## src/rtl/uart_cmd_pkg.sv

```systemverilog
`default_nettype none
// ============================================================================
// Module      : uart_cmd_pkg
// Description : Shared constants, FSM state encoding and helpers for the
//               UART command responder (opcodes, response codes, states).
// Revision    : 1.0 - initial release
// ============================================================================
package uart_cmd_pkg;

    // Command opcodes ('W' and 'R')
    localparam logic [7:0] c_op_write = 8'h57;
    localparam logic [7:0] c_op_read  = 8'h52;

    // Response bytes ('K' acknowledge, '?' rejected)
    localparam logic [7:0] c_resp_ack = 8'h4B;
    localparam logic [7:0] c_resp_err = 8'h3F;

    // Saturation ceiling of the rejected-command counter
    localparam logic [7:0] c_err_max  = 8'hFF;

    // Command FSM states
    typedef enum logic [1:0] {
        ST_IDLE     = 2'd0,
        ST_GET_ADDR = 2'd1,
        ST_GET_DATA = 2'd2,
        ST_SEND     = 2'd3
    } state_t;

    // True when an 8-bit address selects an existing register
    function automatic logic addr_in_range(input logic [7:0] addr, input int num_regs);
        logic [8:0] w_limit;
        w_limit = num_regs[8:0];
        return ({1'b0, addr} < w_limit);
    endfunction

endpackage
`default_nettype wire

```

## src/rtl/uart_cmd_regfile.sv

```systemverilog
`default_nettype none
// ============================================================================
// Module      : uart_cmd_regfile
// Description : NUM_REGS x 8-bit register file with one synchronous write
//               port, one combinational read port and a flat view of all
//               registers. Out-of-range accesses are ignored / read as 0.
// Revision    : 1.0 - initial release
// ============================================================================
module uart_cmd_regfile
    import uart_cmd_pkg::*;
#(
    parameter int NUM_REGS = 16
) (
    input  logic                  clk,
    input  logic                  rst,
    input  logic                  i_wr_en,
    input  logic [7:0]            i_wr_addr,
    input  logic [7:0]            i_wr_data,
    input  logic [7:0]            i_rd_addr,
    output logic [7:0]            o_rd_data,
    output logic [NUM_REGS*8-1:0] o_regs_flat
);

    // Index width wide enough to address every register (at least one bit)
    localparam int c_idx_w = (NUM_REGS > 1) ? $clog2(NUM_REGS) : 1;

    logic [7:0] r_regs [NUM_REGS];

    // Register storage: cleared on reset, written only for in-range addresses
    always_ff @(posedge clk or posedge rst) begin
        if (rst) begin
            for (int i = 0; i < NUM_REGS; i++) begin
                r_regs[i] <= 8'h00;
            end
        end else if (i_wr_en && addr_in_range(i_wr_addr, NUM_REGS)) begin
            r_regs[i_wr_addr[c_idx_w-1:0]] <= i_wr_data;
        end
    end

    // Combinational read; addresses past the end return zero
    always_comb begin
        o_rd_data = 8'h00;
        if (addr_in_range(i_rd_addr, NUM_REGS)) begin
            o_rd_data = r_regs[i_rd_addr[c_idx_w-1:0]];
        end
    end

    // Flat export: register i lives in bits [8i+7:8i]
    generate
        for (genvar gi = 0; gi < NUM_REGS; gi++) begin : g_flat
            assign o_regs_flat[8*gi +: 8] = r_regs[gi];
        end
    endgenerate

endmodule
`default_nettype wire

```

## src/rtl/uart_cmd_responder.sv

```systemverilog
`default_nettype none
// ============================================================================
// Module      : uart_cmd_responder
// Description : Byte-oriented command responder sitting between an RX and a
//               TX UART FIFO. Accepts write (57 addr data -> 4B) and read
//               (52 addr -> reg[addr]) commands; anything else answers 3F and
//               bumps a saturating error counter. DATA_LENGTH must be 8.
// Revision    : 1.0 - initial release
// ============================================================================
module uart_cmd_responder
    import uart_cmd_pkg::*;
#(
    parameter int DATA_LENGTH = 8,
    parameter int NUM_REGS    = 16
) (
    input  logic                   clk,
    input  logic                   reset,
    input  logic                   rx_empty,
    input  logic [DATA_LENGTH-1:0] receive_data,
    output logic                   rd_uart,
    input  logic                   tx_full,
    output logic                   wr_uart,
    output logic [DATA_LENGTH-1:0] transmit_data,
    output logic [NUM_REGS*8-1:0]  regs_flat,
    output logic                   busy,
    output logic [7:0]             err_count
);

    state_t     r_state;
    state_t     w_state_next;

    logic [7:0] r_opcode;
    logic [7:0] r_addr;
    logic [7:0] r_resp;
    logic [7:0] r_err_count;

    logic [7:0] w_rx_byte;
    logic [7:0] w_rd_data;
    logic       w_rx_avail;
    logic       w_tx_ready;
    logic       w_load_opcode;
    logic       w_load_addr;
    logic       w_load_resp;
    logic [7:0] w_resp_next;
    logic       w_err_inc;
    logic       w_reg_we;

    assign w_rx_byte     = receive_data;
    assign transmit_data = r_resp;
    assign err_count     = r_err_count;

    // Strobes are masked while reset is held so the FIFOs see no traffic
    assign w_rx_avail = !rx_empty && !reset;
    assign w_tx_ready = !tx_full  && !reset;

    // The head byte doubles as the read address, so a read returns the
    // register contents as they stand on the edge the address is popped.
    uart_cmd_regfile #(
        .NUM_REGS (NUM_REGS)
    ) u_regfile (
        .clk         (clk),
        .rst         (reset),
        .i_wr_en     (w_reg_we),
        .i_wr_addr   (r_addr),
        .i_wr_data   (w_rx_byte),
        .i_rd_addr   (w_rx_byte),
        .o_rd_data   (w_rd_data),
        .o_regs_flat (regs_flat)
    );

    // State register
    always_ff @(posedge clk or posedge reset) begin
        if (reset) begin
            r_state <= ST_IDLE;
        end else begin
            r_state <= w_state_next;
        end
    end

    // Next-state, FIFO strobes and datapath load controls
    always_comb begin
        w_state_next  = r_state;
        rd_uart       = 1'b0;
        wr_uart       = 1'b0;
        busy          = 1'b1;
        w_load_opcode = 1'b0;
        w_load_addr   = 1'b0;
        w_load_resp   = 1'b0;
        w_resp_next   = r_resp;
        w_err_inc     = 1'b0;
        w_reg_we      = 1'b0;

        case (r_state)
            ST_IDLE: begin
                busy = 1'b0;
                if (w_rx_avail) begin
                    rd_uart       = 1'b1;
                    w_load_opcode = 1'b1;
                    if (w_rx_byte == c_op_write || w_rx_byte == c_op_read) begin
                        w_state_next = ST_GET_ADDR;
                    end else begin
                        w_load_resp  = 1'b1;
                        w_resp_next  = c_resp_err;
                        w_err_inc    = 1'b1;
                        w_state_next = ST_SEND;
                    end
                end
            end

            ST_GET_ADDR: begin
                if (w_rx_avail) begin
                    rd_uart = 1'b1;
                    if (r_opcode == c_op_write) begin
                        w_load_addr  = 1'b1;
                        w_state_next = ST_GET_DATA;
                    end else begin
                        w_load_resp  = 1'b1;
                        w_state_next = ST_SEND;
                        if (addr_in_range(w_rx_byte, NUM_REGS)) begin
                            w_resp_next = w_rd_data;
                        end else begin
                            w_resp_next = c_resp_err;
                            w_err_inc   = 1'b1;
                        end
                    end
                end
            end

            ST_GET_DATA: begin
                if (w_rx_avail) begin
                    rd_uart      = 1'b1;
                    w_load_resp  = 1'b1;
                    w_state_next = ST_SEND;
                    if (addr_in_range(r_addr, NUM_REGS)) begin
                        w_reg_we    = 1'b1;
                        w_resp_next = c_resp_ack;
                    end else begin
                        w_resp_next = c_resp_err;
                        w_err_inc   = 1'b1;
                    end
                end
            end

            ST_SEND: begin
                if (w_tx_ready) begin
                    wr_uart      = 1'b1;
                    w_state_next = ST_IDLE;
                end
            end

            default: begin
                w_state_next = ST_IDLE;
            end
        endcase
    end

    // Command latches, response register and saturating error counter
    always_ff @(posedge clk or posedge reset) begin
        if (reset) begin
            r_opcode    <= 8'h00;
            r_addr      <= 8'h00;
            r_resp      <= 8'h00;
            r_err_count <= 8'h00;
        end else begin
            if (w_load_opcode) begin
                r_opcode <= w_rx_byte;
            end
            if (w_load_addr) begin
                r_addr <= w_rx_byte;
            end
            if (w_load_resp) begin
                r_resp <= w_resp_next;
            end
            if (w_err_inc && (r_err_count != c_err_max)) begin
                r_err_count <= r_err_count + 8'd1;
            end
        end
    end

endmodule
`default_nettype wire

```

## config.mk

```make
export PLATFORM = sky130hd
export DESIGN_NAME = uart_cmd_responder
export DESIGN_NICKNAME = d
export VERILOG_FILES = /design/src/rtl/uart_cmd_pkg.sv /design/src/rtl/uart_cmd_regfile.sv /design/src/rtl/uart_cmd_responder.sv
export SDC_FILE = /design/constraint.sdc
export NUM_CORES = 1
export LEC_CHECK = 0
export BUFFER_PORTS_ARGS = -buffer_cell sky130_fd_sc_hd__clkbuf_2
export CORE_MARGIN = 2
export CORE_UTILIZATION = 59
export DETAILED_ROUTE_END_ITERATION = 10
export PLACE_DENSITY = 0.85
export SLEW_MARGIN = 20
export SYNTH_ARGS = -nofsm -noshare
export SYNTH_HDL_FRONTEND = slang
export SYNTH_SLANG_ARGS = --single-unit
```

## constraint.sdc

```tcl
create_clock -name clk -period 9.6 [get_ports clk]
set_input_delay 1.92 -clock clk [delete_from_list [all_inputs] [get_ports clk]]
set_output_delay 1.92 -clock clk [all_outputs]
set_load 0.03 [all_outputs]
```

-- Yosys cells after proc, flatten, opt, wreduce, memory -nomap -nowiden
Index checks and enable logic that the tools add are counted.
- $add $sub $neg: 1
- muxes and demuxes: 44
- equality and inequality tests: 13
- order comparisons: 5
- reduce and logical (&&, ||, !) cells: 14
- bitwise gates (word level): 2
- operators with widths (operator ; count):
    bitwise mux 128 bit ; 1
    two-way mux 8 bit ; 9
    binary-select mux 8 bit (select 4 bit) ; 1
    demux 8 bit (select 4 bit) ; 1
    == test 8 x 7 -> 1 bit, second input constant ; 3
    case mux 8 bit (3 select lines) ; 1
    two-way mux 1 bit ; 22
    < comparator 8 x 5 -> 1 bit, second input constant ; 2
    inequality test 2 bit, second input constant ; 6
    >= comparator 5 bit, second input constant ; 2
    two-way mux 2 bit ; 5
    NOT 4 -> 5 bit ; 2
    adder 8 x 1 -> 8 bit, second input constant ; 1
    inequality test 8 bit, second input constant ; 1
    case mux 2 bit (4 select lines) ; 1
    two-way mux 7 bit ; 1
    AND reduction 7 bit ; 1
    case mux 1 bit (3 select lines) ; 2
    logical AND 1 bit ; 5
    < comparator 5 x 1 -> 1 bit, second input constant ; 1
    == test 2 bit, second input constant ; 2
    AND reduction 4 bit ; 1
    zero test 1 bit ; 3
    nonzero test 3 bit ; 1
    other kinds (4) ; 4
- logic and storage cells: 100
- register bits: 162
- input bits: 12
- output and inout bits: 147

-- Longest topological paths before layout
Gate-level depths: netlist of the first run.
- depth after elaboration: 8
- depth in mapped cells: 8
- depth with buffers taken out: 7

-- Cells and area by module
A second synthesis of the first run with hierarchy kept.
- cells, all modules: 546
- area total of the unflattened synthesis: 7743.7 µm²
- by module, submodules not included (module ; area each (µm²) ; cells each ; seq. area each (µm²) ; times used):
    uart_cmd_regfile ; 6007.0 ; 397 ; 3203.1 ; 1
    uart_cmd_responder ; 1736.7 ; 149 ; 850.8 ; 1

-- Least setup slack after synthesis of the first run
No wires, ideal clock.
- path type: input -> register
- start point: input port reset
- end point: register r_state[0]
- stages: 5
- path buffers: 1
- setup slack: 2.669 ns
- required time: 9.452 ns
- library setup time: 0.148 ns
- arrival time: 6.783 ns
- path through: buf_4 > inv_1 > o21ai_0 > o31ai_1 > o31ai_1
- cells in the longest elaborated chain, start to end: 4
- elaborated cells between the ends (all ways): 8
- those cells by class: 4 x eq/ne; 4 x reduce/logical
- RTL lines (item ; RTL line ; RTL):
    start: declaration ; uart_cmd_responder.sv:17 ; input logic reset,
    zero test 1 bit (no source line) (*) ; -- ;
    logical AND 1 bit (on tied branches) ; uart_cmd_responder.sv:54, uart_cmd_responder.sv:53 ;
    inequality test 2 bit (no source line) ; -- ;
    AND reduction 4 bit (no source line) (*) ; -- ;
    end signal: assignment ; uart_cmd_responder.sv:76 ; r_state <= w_state_next;
    end: declaration ; uart_cmd_responder.sv:29 ; state_t r_state;
Mark *: on every way between the ends. The rest lies on a longest branch, timed or not.
A chain may end at the register's enable or synchronous reset.

-- Worst setup path in the final report of the first run
- start point: input port reset
- end point: output port rd_uart
- cells in the longest elaborated chain, start to end: 4
- RTL lines (item ; RTL line ; RTL):
    zero test 1 bit (no source line) ; -- ;
    logical AND 1 bit ; uart_cmd_responder.sv:53 ; assign w_rx_avail = !rx_empty && !reset;
    two-way mux 1 bit ; uart_cmd_responder.sv:96, uart_cmd_responder.sv:111, uart_cmd_responder.sv:130 ;
    two-way mux 1 bit ; -- ;
    end: declaration ; uart_cmd_responder.sv:20 ; output logic rd_uart,
No other way between the ends.

==> flow_summary_export.csv, run 1 <==
group,metric,value,unit
run_status,status,"completed",
clock_tree,postCtsHoldBufs,0,
timing,setup_tns,0,ns
global_route,antenna_found_initial,0,
synthesis,synthSimpleGateAreaFrac,0.0889,
power_and_ir_drop,power_frac_clock,0.359,
power_and_ir_drop,p_sw,0.605,mW
layout,antenna_cells,0,
clock_tree,tritoncts,"yes",
routing,drtPass1Iterations,5,
timing,period_share,0.493,
power_and_ir_drop,powerDensity,212,mW/mm^2
layout,stdcell_count,904,
placement,place.gp.congestion,0.810,
global_route,met3_usage,0.0757,
layout,layout_commonest_cell,"dfrtp_1",
worst_hold_path,hold_path_class,"reg -> reg",
critical_path,cp_cell_sequence,"clkbuf_2 -> nor3_1 -> clkbuf_2",
flow_run,cap_violations,0,
critical_path,r2r_setup_slack,7.23,ns
timing,finalCriticalPeriod,4.73,ns
routing,drt-total-wl,20300,um
routing,vias,5629,
routing,wl_per_cell,22.5,um
critical_path,start_kind,"input port",
synthesis,synth_sequential_area_ratio,0.519,
placement,portBuffers,158,
synthesis,async_flop_share,1.00,
critical_path,reg2reg_depth,7,
floorplan,ios,159,
layout,final_cell_area,0.00929,mm^2
synthesis,ys.flop_type,"dfrtp_1",
floorplan,fp.dieArea,0.0142,mm^2
critical_path,cp_num_buf_inv,2,
power_and_ir_drop,seq_power_share,0.413,
global_route,use_met1,0.405,
timing,tightestPinTransition,1.04,ns
floorplan,std_cell_rows,42,
clock_tree,clk_pin_slew_worst_paths,0.06,ns
global_route,grt_use_total,0.295,
placement,dpl-instance-area,0.00867,mm^2
global_route,met2_usage,0.465,
timing,fin_skew,0.00510,ns
timing,hold_viol_final,0,
clock_tree,cts_resized,0,
global_route,grt_pass1_wl,31900,um
critical_path,slowest_stage,"nor3_1",
power_and_ir_drop,finalPower,1.97,mW
synthesis,syn_inst,576,
power_and_ir_drop,ir_worst_vdd,0.113,mV
synthesis,synth_top_family_by_area,"multiplexers",
floorplan,start_util,0.597,
routing,drc,0,
floorplan,die_w,119,um
synthesis,synth_fp_nets,594,
timing,rsz0062_at_grt,"no",
layout,finalNetCount,736,
critical_path,worstSetupPathType,"in -> out",
layout,utilization,0.710,
worst_hold_path,hold_path_depth,1,
synthesis,avgSynthCellArea,13.6,um^2
floorplan,die-height,119,um
global_route,first_global_vias,5666,
layout,final_layout_size_suffix_gt1_frac,0.489,
clock_tree,cts-root-buf,"clkbuf_16",
critical_path,endpoint_kind,"output port",
critical_path,r2r_start,"r_state[1]$_DFFE_PP0P_",
clock_tree,cts_buffers,17,
timing,finalSetupViolations,0,
timing,setup_ws,4.87,ns
timing,fmax,211,MHz
placement,hpwl,13800,um
critical_path,arrival,2.81,ns
global_route,grt-ovfl-total,0,
synthesis,syn_area,0.00781,mm^2
global_route,grt_max_degree,91,
synthesis,synth-xor-area-share,0.00897,
timing,maxSlewHeadroom,0.304,
worst_hold_path,holdPathEnd,"r_opcode[3]$_DFFE_PP0P_",
clock_tree,htreeDepth,4,
routing,via_per_inst,6.23,
layout,syn_to_final_growth,19.0,%
timing,fin_hold_ws,0.504,ns
critical_path,critical-path-max-stage-delay,0.37,ns
floorplan,core-area,0.0131,mm^2
critical_path,r2r-end,"transmit_data[6]$_DFFE_PP0P_",
synthesis,synthAdderAreaFrac,0.00961,
clock_tree,numClockSinks,162,
synthesis,synth_compound_area_frac,0.0540,
clock_tree,clock_path_buffers,2,
layout,final_cell_mix,"dfrtp_1 (162), clkbuf_2 (157), mux2_2 (136), mux2i_1 (57), a22oi_1 (21)",
power_and_ir_drop,p_comb_frac,0.228,
global_route,busiest_layer,"met2",
power_and_ir_drop,p_sw_frac,0.308,
synthesis,synth.distinct_cells,57,
placement,place_ws,4.88,ns
placement,placed_cells,875,
power_and_ir_drop,intPower,1.36,mW
synthesis,yosys_register_bits,162,
routing,drt_iter0_markers,483,
synthesis,ys_warn_count,0,
critical_path,required,7.68,ns
critical_path,crit_top_cell,"clkbuf_2",
clock_tree,clkLatencyLatePin,0.42,ns
worst_hold_path,worstHoldStart,"r_opcode[3]$_DFFE_PP0P_",
synthesis,synth_edf_count,0,
routing,antenna_left,0,
clock_tree,cts_setup_buffers,0,
critical_path,crit_fanout,9,
power_and_ir_drop,p_leak,4.94,nW
critical_path,critPathTopFamily,"buffers and inverters",
synthesis,synth.area.mux_share,0.294,
timing,slew_violations,0,
-- sequential cells by signal (all words and copies together) (netlist names) --
register / flops
u_regfile.o_regs_flat: 128
err_count: 8
r_addr: 8
r_opcode: 8
transmit_data: 8
r_state: 2
-- kinds of logic (layout without fill, tap and decap cells) --
kind of cell / after synthesis / in the layout
multiplexers: 206 / 206
flip-flops: 162 / 162
buffers and inverters: 44 / 196
XOR/XNOR: 8 / 8
AND/OR/NAND/NOR: 93 / 93
adder cells (fa/ha/maj): 6 / 6
AO/OA/AOI/OAI: 57 / 57
-- cell usage after synthesis (2+ instances only) --
cell type  instances  share of area
inv_1              7         0.0034
nor2b_1            2         0.0016
a21oi_1            8         0.0051
nor3b_4            3         0.0072
mux2_2           136           0.20
o41ai_1            2         0.0022
a31oi_1            6         0.0048
nor2_1             8         0.0038
nand4b_1           2         0.0022
nand2_4            8          0.012
clkbuf_1          23          0.011
nor2_4             2         0.0029
nor3_4             2         0.0042
a22oi_1           21          0.020
mux4_2             4          0.012
o31ai_1            2         0.0019
nand4_1           12         0.0096
xor2_1             2         0.0022
o21ai_0            4         0.0026
ha_1               6         0.0096
nor3_1             2         0.0013
buf_2              7         0.0045
nand3_1            9         0.0058
a21o_1             7         0.0067
dfrtp_1          162           0.52
and3_1             4         0.0032
mux2_1             9          0.013
mux2i_1           57          0.073
xnor2_1            6         0.0067
buf_4              7         0.0067
nand2_2            2         0.0016
nand2_1           18         0.0087
and4_1             2         0.0022
-- layer usage --
metal  wire, um  vias to the layer above  share of wire
met2       9910                      278           0.49
li1           -                     2418              -
met5          0                        -              0
met1       8370                     2895           0.41
met3       1560                       38          0.077
met4        458                        0          0.023
-- worst max-delay path by stage --
stage | depth (start not counted) | startpoint | slack [ns] | to
2_1_floorplan | 5 | reset | 2.67 | r_state[0]$_DFFE_PP0P_
3_3_place_gp | 3 | reset | 4.96 | rd_uart
3_5_place_dp | 3 | reset | 4.88 | rd_uart
4_1_cts | 3 | reset | 4.87 | rd_uart
5_1_grt | 3 | reset | 4.81 | rd_uart
6_report | 3 | reset | 4.87 | rd_uart
-- power by group through the flow --
stage / Clock (mW) / Combinational [mW] / Sequential (mW)
6_report: 0.705 / 0.448 / 0.813
4_1_cts: 0.709 / 0.446 / 0.811
3_3_place_gp: 0 / 0.430 / 0.816
3_5_place_dp: 0 / 0.442 / 0.823
2_1_floorplan: 0 / 0.244 / 0.895
5_1_grt: 0.741 / 0.479 / 0.821
-- cell type report --
| cell class | instances | area [um^2] |
|---|---|---|
| Inverter | 7 | 31.3 |
| Tap cell | 176 | 220 |
| Timing Repair Buffer | 160 | 808 |
| Fill cell | 871 | 3800 |
| Multi-Input combinational cell | 370 | 3550 |
| Clock buffer | 25 | 526 |
| Clock inverter | 4 | 95.1 |
| Sequential cell | 162 | 4050 |
No activity file was read; power rests on OpenSTA's default activity.
==> run 2: changes to the inputs <==
--- a/config.mk
+++ b/config.mk
@@ -5,11 +5,12 @@
 export SDC_FILE = /design/constraint.sdc
 export NUM_CORES = 1
 export LEC_CHECK = 0
+export ABC_AREA = 1
 export BUFFER_PORTS_ARGS = -buffer_cell sky130_fd_sc_hd__clkbuf_2
 export CORE_MARGIN = 2
-export CORE_UTILIZATION = 59
+export CORE_UTILIZATION = 56
 export DETAILED_ROUTE_END_ITERATION = 10
-export PLACE_DENSITY = 0.85
+export PLACE_DENSITY = 0.81
 export SLEW_MARGIN = 20
 export SYNTH_ARGS = -nofsm -noshare
 export SYNTH_HDL_FRONTEND = slang
==> constraint.sdc (replaced) <==
create_clock -name clk -period 4.45 [get_ports clk]
set_input_delay 0.89 -clock clk [delete_from_list [all_inputs] [get_ports clk]]
set_output_delay 0.89 -clock clk [all_outputs]
set_load 0.03 [all_outputs]
==> run 2 against run 1 <==
  * First-iteration DRC count grew 73%
  * Wire length grew 13%
  * Via count grew 35%
  * Final area grew 2.1%
  * Register-to-register slack lost 5.3 ns
  * Non-clock buffer count grew 11
  * Clock power grew 100%
  * Synthesized cell count grew 81%
==> flow_summary_export.csv, run 2 <==
group,metric,value,unit
synthesis,syn_inst,1044,
clock_tree,cts_setup_buffers,0,
clock_tree,cts-root-buf,"clkbuf_16",
global_route,antenna_found_initial,0,
timing,maxSlewHeadroom,0.475,
clock_tree,htreeDepth,4,
critical_path,start_kind,"input port",
synthesis,async_flop_share,1.00,
power_and_ir_drop,ir_worst_vdd,0.239,mV
timing,rsz0062_at_grt,"no",
synthesis,synth_sequential_area_ratio,0.502,
global_route,grt_pass1_wl,35300,um
global_route,grt_max_degree,92,
clock_tree,tritoncts,"yes",
critical_path,cp_cell_sequence,"clkbuf_2 -> inv_2 -> nand2_1 -> nand3_1 -> nand2_1 -> nand2_1 -> nand2_1 -> nor2_1 -> nand2_1 -> nand2_1 -> nand2_1 -> nand2_1 -> nand2_1",
layout,final_layout_size_suffix_gt1_frac,0.199,
critical_path,crit_top_cell,"nand2_1",
timing,period_share,0.589,
floorplan,die_w,124,um
critical_path,critical-path-max-stage-delay,0.68,ns
clock_tree,numClockSinks,162,
routing,drt_iter0_markers,838,
synthesis,avgSynthCellArea,7.73,um^2
critical_path,cp_num_buf_inv,2,
synthesis,ys_top_cells_by_count,"nand2_1 (407), dfrtp_1 (162), inv_1 (100)",
critical_path,worstSetupPathType,"in -> reg",
routing,drc,0,
clock_tree,clk_pin_slew_worst_paths,0.06,ns
timing,setup_tns,0,ns
critical_path,required,4.77,ns
routing,drt-total-wl,22900,um
synthesis,yosys-top-cells-area,"dfrtp_1 (50%), nand2_1 (19%), o21ai_0 (4.8%)",
floorplan,std_cell_rows,43,
layout,layout_commonest_cell,"nand2_1",
synthesis,synthDominantCellAreaShare,0.502,
floorplan,die-height,124,um
timing,fmax,381,MHz
layout,largest_register_ffs,128,
global_route,grt_use_total,0.305,
layout,utilization,0.678,
flow_run,cap_violations,0,
global_route,first_global_vias,6680,
placement,placed_cells,1347,
layout,syn_to_final_growth,17.6,%
placement,hpwl,15900,um
routing,wl_per_cell,16.6,um
critical_path,arrival,2.94,ns
synthesis,yosys.area.top_type,"dfrtp_1",
routing,drtPass1Iterations,5,
floorplan,start_util,0.577,
timing,hold_viol_final,0,
clock_tree,cts_buffers,17,
synthesis,synth_fp_nets,1062,
timing,slew_violations,0,
synthesis,yosysMostFrequentCell,"nand2_1",
critical_path,slowest_stage,"inv_2",
critical_path,endpoint_kind,"flip-flop",
power_and_ir_drop,p_leak,5.00,nW
layout,finalNetCount,1204,
critical_path,crit_fanout,42,
placement,portBuffers,158,
floorplan,ios,159,
run_status,status,"completed",
critical_path,critPathTopFamily,"buffers and inverters",
floorplan,core-area,0.0140,mm^2
global_route,grt-ovfl-total,0,
synthesis,ys.flop_type,"dfrtp_1",
layout,stdcell_count,1379,
clock_tree,postCtsHoldBufs,0,
timing,tightestPinTransition,0.784,ns
synthesis,ys_warn_count,0,
synthesis,yosys_register_bits,162,
clock_tree,cts_resized,0,
synthesis,synth_edf_count,0,
layout,antenna_cells,0,
layout,final_cell_mix,"nand2_1 (407), dfrtp_1 (162), clkbuf_2 (158), inv_1 (99), o21ai_0 (78)",
power_and_ir_drop,powerDensity,430,mW/mm^2
routing,antenna_left,0,
timing,finalSetupViolations,0,
routing,vias,7600,
synthesis,synth.distinct_cells,29,
timing,fin_skew,0.00729,ns
routing,via_per_inst,5.51,
timing,finalCriticalPeriod,2.62,ns
synthesis,syn_area,0.00807,mm^2
worst_hold_path,hold_path_class,"in -> async",
placement,place.gp.congestion,0.910,
floorplan,fp.dieArea,0.0154,mm^2
clock_tree,clock_path_buffers,2,
clock_tree,clkLatencyLatePin,0.43,ns
==> run 2: cell count changes in the layout (fill, tap and decap cells not counted), moves of 52 or more <==
cell / change
o21ai_0: +74
nand3_1: +52
nand2_1: +389
mux2i_1: -57
mux2_2: -136
o21ai_1: +66
inv_1: +93
==> run 2: path summary, 6_finish.rpt <==
kind | start | end | slack [ns] | depth (start not counted)
min in group clk | r_opcode[0]$_DFFE_PP0P_ | r_opcode[0]$_DFFE_PP0P_ | 0.49 | 2
max in group asynchronous | reset | u_regfile.o_regs_flat[19]$_DFFE_PP0P_ | 2.98 | 3
min | reset | err_count[4]$_DFFE_PP0P_ | 0.44 | 2
max | receive_data[0] | transmit_data[4]$_DFFE_PP0P_ | 1.83 | 13
min reg2reg | r_opcode[0]$_DFFE_PP0P_ | r_opcode[0]$_DFFE_PP0P_ | 0.49 | 2
max reg2reg | r_state[0]$_DFFE_PP0P_ | u_regfile.o_regs_flat[7]$_DFFE_PP0P_ | 1.92 | 8
==> run 2: layer usage <==
metal / vias to the layer above / global-route usage / share of wire
li1: 3568 / - / -
met4: 0 / 0.126 / 0.035
met3: 61 / 0.0572 / 0.078
met1: 3588 / 0.426 / 0.42
met5: - / 0 / 0
met2: 383 / 0.471 / 0.46
==> run 2: kinds of logic after synthesis <==
logic type | after synthesis | synth area share
buf+inv | 153 | 0.0856
simple gates | 543 | 0.280
xor+xnor | 6 | 0.00651
fa+ha+maj | 6 | 0.00930
flops | 162 | 0.502
compound gates | 174 | 0.116
==> run 2: area by class of cell <==
cell class	instances	area, um^2
Timing Repair Buffer	171	913
Sequential cell	162	4050
Multi-Input combinational cell	729	3320
Clock inverter	10	109
Inverter	105	398
Clock buffer	22	464
Tap cell	180	225
Fill cell	1188	4500
==> run 2: report_power, final <==
group / switching [mW] / internal (mW)
registers: 0.103 / 1.60
logic: 0.684 / 0.266
clock network: 0.573 / 0.851
==> run 2: stage by stage <==
step	total power, mW	worst slack (ns)	instance area, um^2	hold slack, ns
floorplan	2.40	1.50	8070	0.453
global placement	2.64	1.54	8910	0.466
detailed placement	2.66	1.48	8910	0.474
CTS	4.08	1.90	9490	0.437
global route	4.26	1.64	9490	0.459
finish	4.08	1.83	9490	0.443
==> run 3: changes to the inputs <==
==> constraint.sdc (replaced) <==
create_clock -name clk -period 2.44 [get_ports clk]
set_input_delay 0.488 -clock clk [delete_from_list [all_inputs] [get_ports clk]]
set_output_delay 0.488 -clock clk [all_outputs]
set_load 0.03 [all_outputs]
==> run 3 against run 2 <==
  * Sequential power rose by 81%
  * Clock power up 94%
  * Worst setup slack lost 1.6 ns
  * Core utilization rose by 1.2 points
  * Register-to-register slack worse by 1.7 ns
  * Sequential share of layout area is 0.75 points lower
  * Largest cell class unchanged
==> flow_summary_export.csv, run 3 (synthesis gave the netlist of run 2 again) <==
group,metric,value,unit
routing,drt_iter0_markers,765,
clock_tree,cts_buffers,17,
routing,via_per_inst,5.42,
routing,drtPass1Iterations,5,
layout,final_layout_size_suffix_gt1_frac,0.210,
worst_hold_path,hold_path_class,"in -> async",
routing,vias,7539,
power_and_ir_drop,finalPower,7.60,mW
clock_tree,cts-root-buf,"clkbuf_16",
floorplan,core-area,0.0140,mm^2
clock_tree,numClockSinks,162,
global_route,grt_max_degree,42,
timing,finalSetupViolations,0,
power_and_ir_drop,powerDensity,787,mW/mm^2
critical_path,endpoint_kind,"flip-flop",
critical_path,crit_fanout,16,
floorplan,die_w,124,um
placement,portBuffers,158,
timing,rsz0062_at_grt,"no",
power_and_ir_drop,ir_worst_vdd,0.489,mV
flow_run,cap_violations,0,
clock_tree,cts_setup_buffers,0,
layout,final_cell_mix,"nand2_1 (407), dfrtp_1 (162), clkbuf_2 (158), inv_1 (99), o21ai_0 (78)",
critical_path,crit_path_start,"r_state[0]$_DFFE_PP0P_",
global_route,grt_use_total,0.307,
floorplan,start_util,0.577,
placement,place.gp.congestion,0.943,
timing,hold_viol_final,0,
floorplan,ios,159,
timing,fmax,460,MHz
clock_tree,cts_resized,0,
timing,maxSlewHeadroom,0.463,
routing,drc,0,
floorplan,fp.dieArea,0.0154,mm^2
clock_tree,clkLatencyLatePin,0.43,ns
critical_path,critical-path-max-stage-delay,0.40,ns
timing,finalCriticalPeriod,2.17,ns
clock_tree,clock_path_buffers,2,
critical_path,worstSetupPathType,"reg -> reg",
routing,wl_per_cell,16.2,um
layout,final_cell_area,0.00966,mm^2
layout,finalNetCount,1217,
global_route,first_global_vias,6788,
clock_tree,tritoncts,"yes",
critical_path,arrival,2.46,ns
run_status,status,"completed",
layout,utilization,0.690,
layout,syn_to_final_growth,19.7,%
critical_path,start_kind,"flip-flop",
layout,layout_commonest_cell,"nand2_1",
timing,setup_tns,0,ns
critical_path,r2r_start,"r_state[0]$_DFFE_PP0P_",
global_route,antenna_found_initial,0,
critical_path,cp_cell_sequence,"inv_1 -> ha_1 -> inv_1 -> nor3_4 -> buf_12 -> nand2_1 -> nand2_1 -> o21ai_0",
placement,hpwl,16100,um
critical_path,required,2.73,ns
placement,place_ws,0.331,ns
critical_path,slowest_stage,"dfrtp_1",
timing,slew_violations,0,
layout,largest_register_ffs,128,
global_route,grt_pass1_wl,35300,um
routing,antenna_left,0,
clock_tree,clk_pin_slew_worst_paths,0.06,ns
clock_tree,postCtsHoldBufs,0,
timing,period_share,0.890,
floorplan,std_cell_rows,43,
clock_tree,htreeDepth,4,
power_and_ir_drop,p_leak,5.08,nW
timing,setup_ws,0.268,ns
timing,fin_skew,0.00426,ns
global_route,grt-ovfl-total,0,
floorplan,die-height,124,um
routing,drt-total-wl,22600,um
layout,antenna_cells,0,
timing,tightestPinTransition,0.801,ns
placement,dpl-instance-area,0.00904,mm^2
## run 3: cell types whose count changed in the layout (fill, tap and decap cells not counted)
cell        change
buf_12          +2
clkinv_2        -4
clkbuf_1        -2
clkinv_4        -1
buf_4          +11
clkinvlp_4      +2
clkbuf_8        +5
## run 3: stage by stage
stage	instances	hold WS, ns
5_1_grt	1392	0.279
4_1_cts	1392	0.240
3_3_place_gp	1360	0.466
3_5_place_dp	1360	0.468
6_report	1392	0.237
2_1_floorplan	1044	0.453
## run 3: area by class of cell
class | count | area (um^2)
Tap cell | 180 | 225
Multi-Input combinational cell | 729 | 3320
Clock buffer | 25 | 526
Clock inverter | 7 | 95.1
Inverter | 105 | 398
Fill cell | 1149 | 4330
Sequential cell | 162 | 4050
Timing Repair Buffer | 184 | 1040
## run 3: per-layer routing
metal | up-vias | share of wire | global-route usage
met3 | 50 | 0.081 | 0.0504
met5 | - | 0 | 0
met4 | 0 | 0.029 | 0.122
met1 | 3525 | 0.43 | 0.429
li1 | 3602 | - | -
met2 | 362 | 0.46 | 0.481
## run 3: worst paths after layout
| check | end | depth (start not counted) | slack, ns |
|---|---|---|---|
| max | u_regfile.o_regs_flat[110]$_DFFE_PP0P_ | 8 | 0.27 |
| min | r_state[1]$_DFFE_PP0P_ | 2 | 0.24 |
| max reg2reg | u_regfile.o_regs_flat[110]$_DFFE_PP0P_ | 8 | 0.27 |
| min reg2reg | transmit_data[2]$_DFFE_PP0P_ | 2 | 0.48 |
| max in group asynchronous | u_regfile.o_regs_flat[63]$_DFFE_PP0P_ | 3 | 1.55 |
| min in group clk | r_opcode[5]$_DFFE_PP0P_ | 3 | 0.32 |
## run 3: report_power, final
| part | switching, mW | internal, mW | total [mW] |
|---|---|---|---|
| registers | 0.173 | 2.92 | 3.10 |
| clock network | 1.06 | 1.70 | 2.76 |
| logic | 1.25 | 0.504 | 1.75 |
## run 3: critical path, delay by kind of cell, from the launching register on
| kind | cells | cell delay, ns |
|---|---|---|
| AND/OR/NAND/NOR | 3 | 0.73 |
| buffers and inverters | 3 | 0.50 |
| adder cells (fa/ha/maj) | 1 | 0.29 |
| AO/OA/AOI/OAI | 1 | 0.11 |
| flip-flops | 1 | 0.40 |
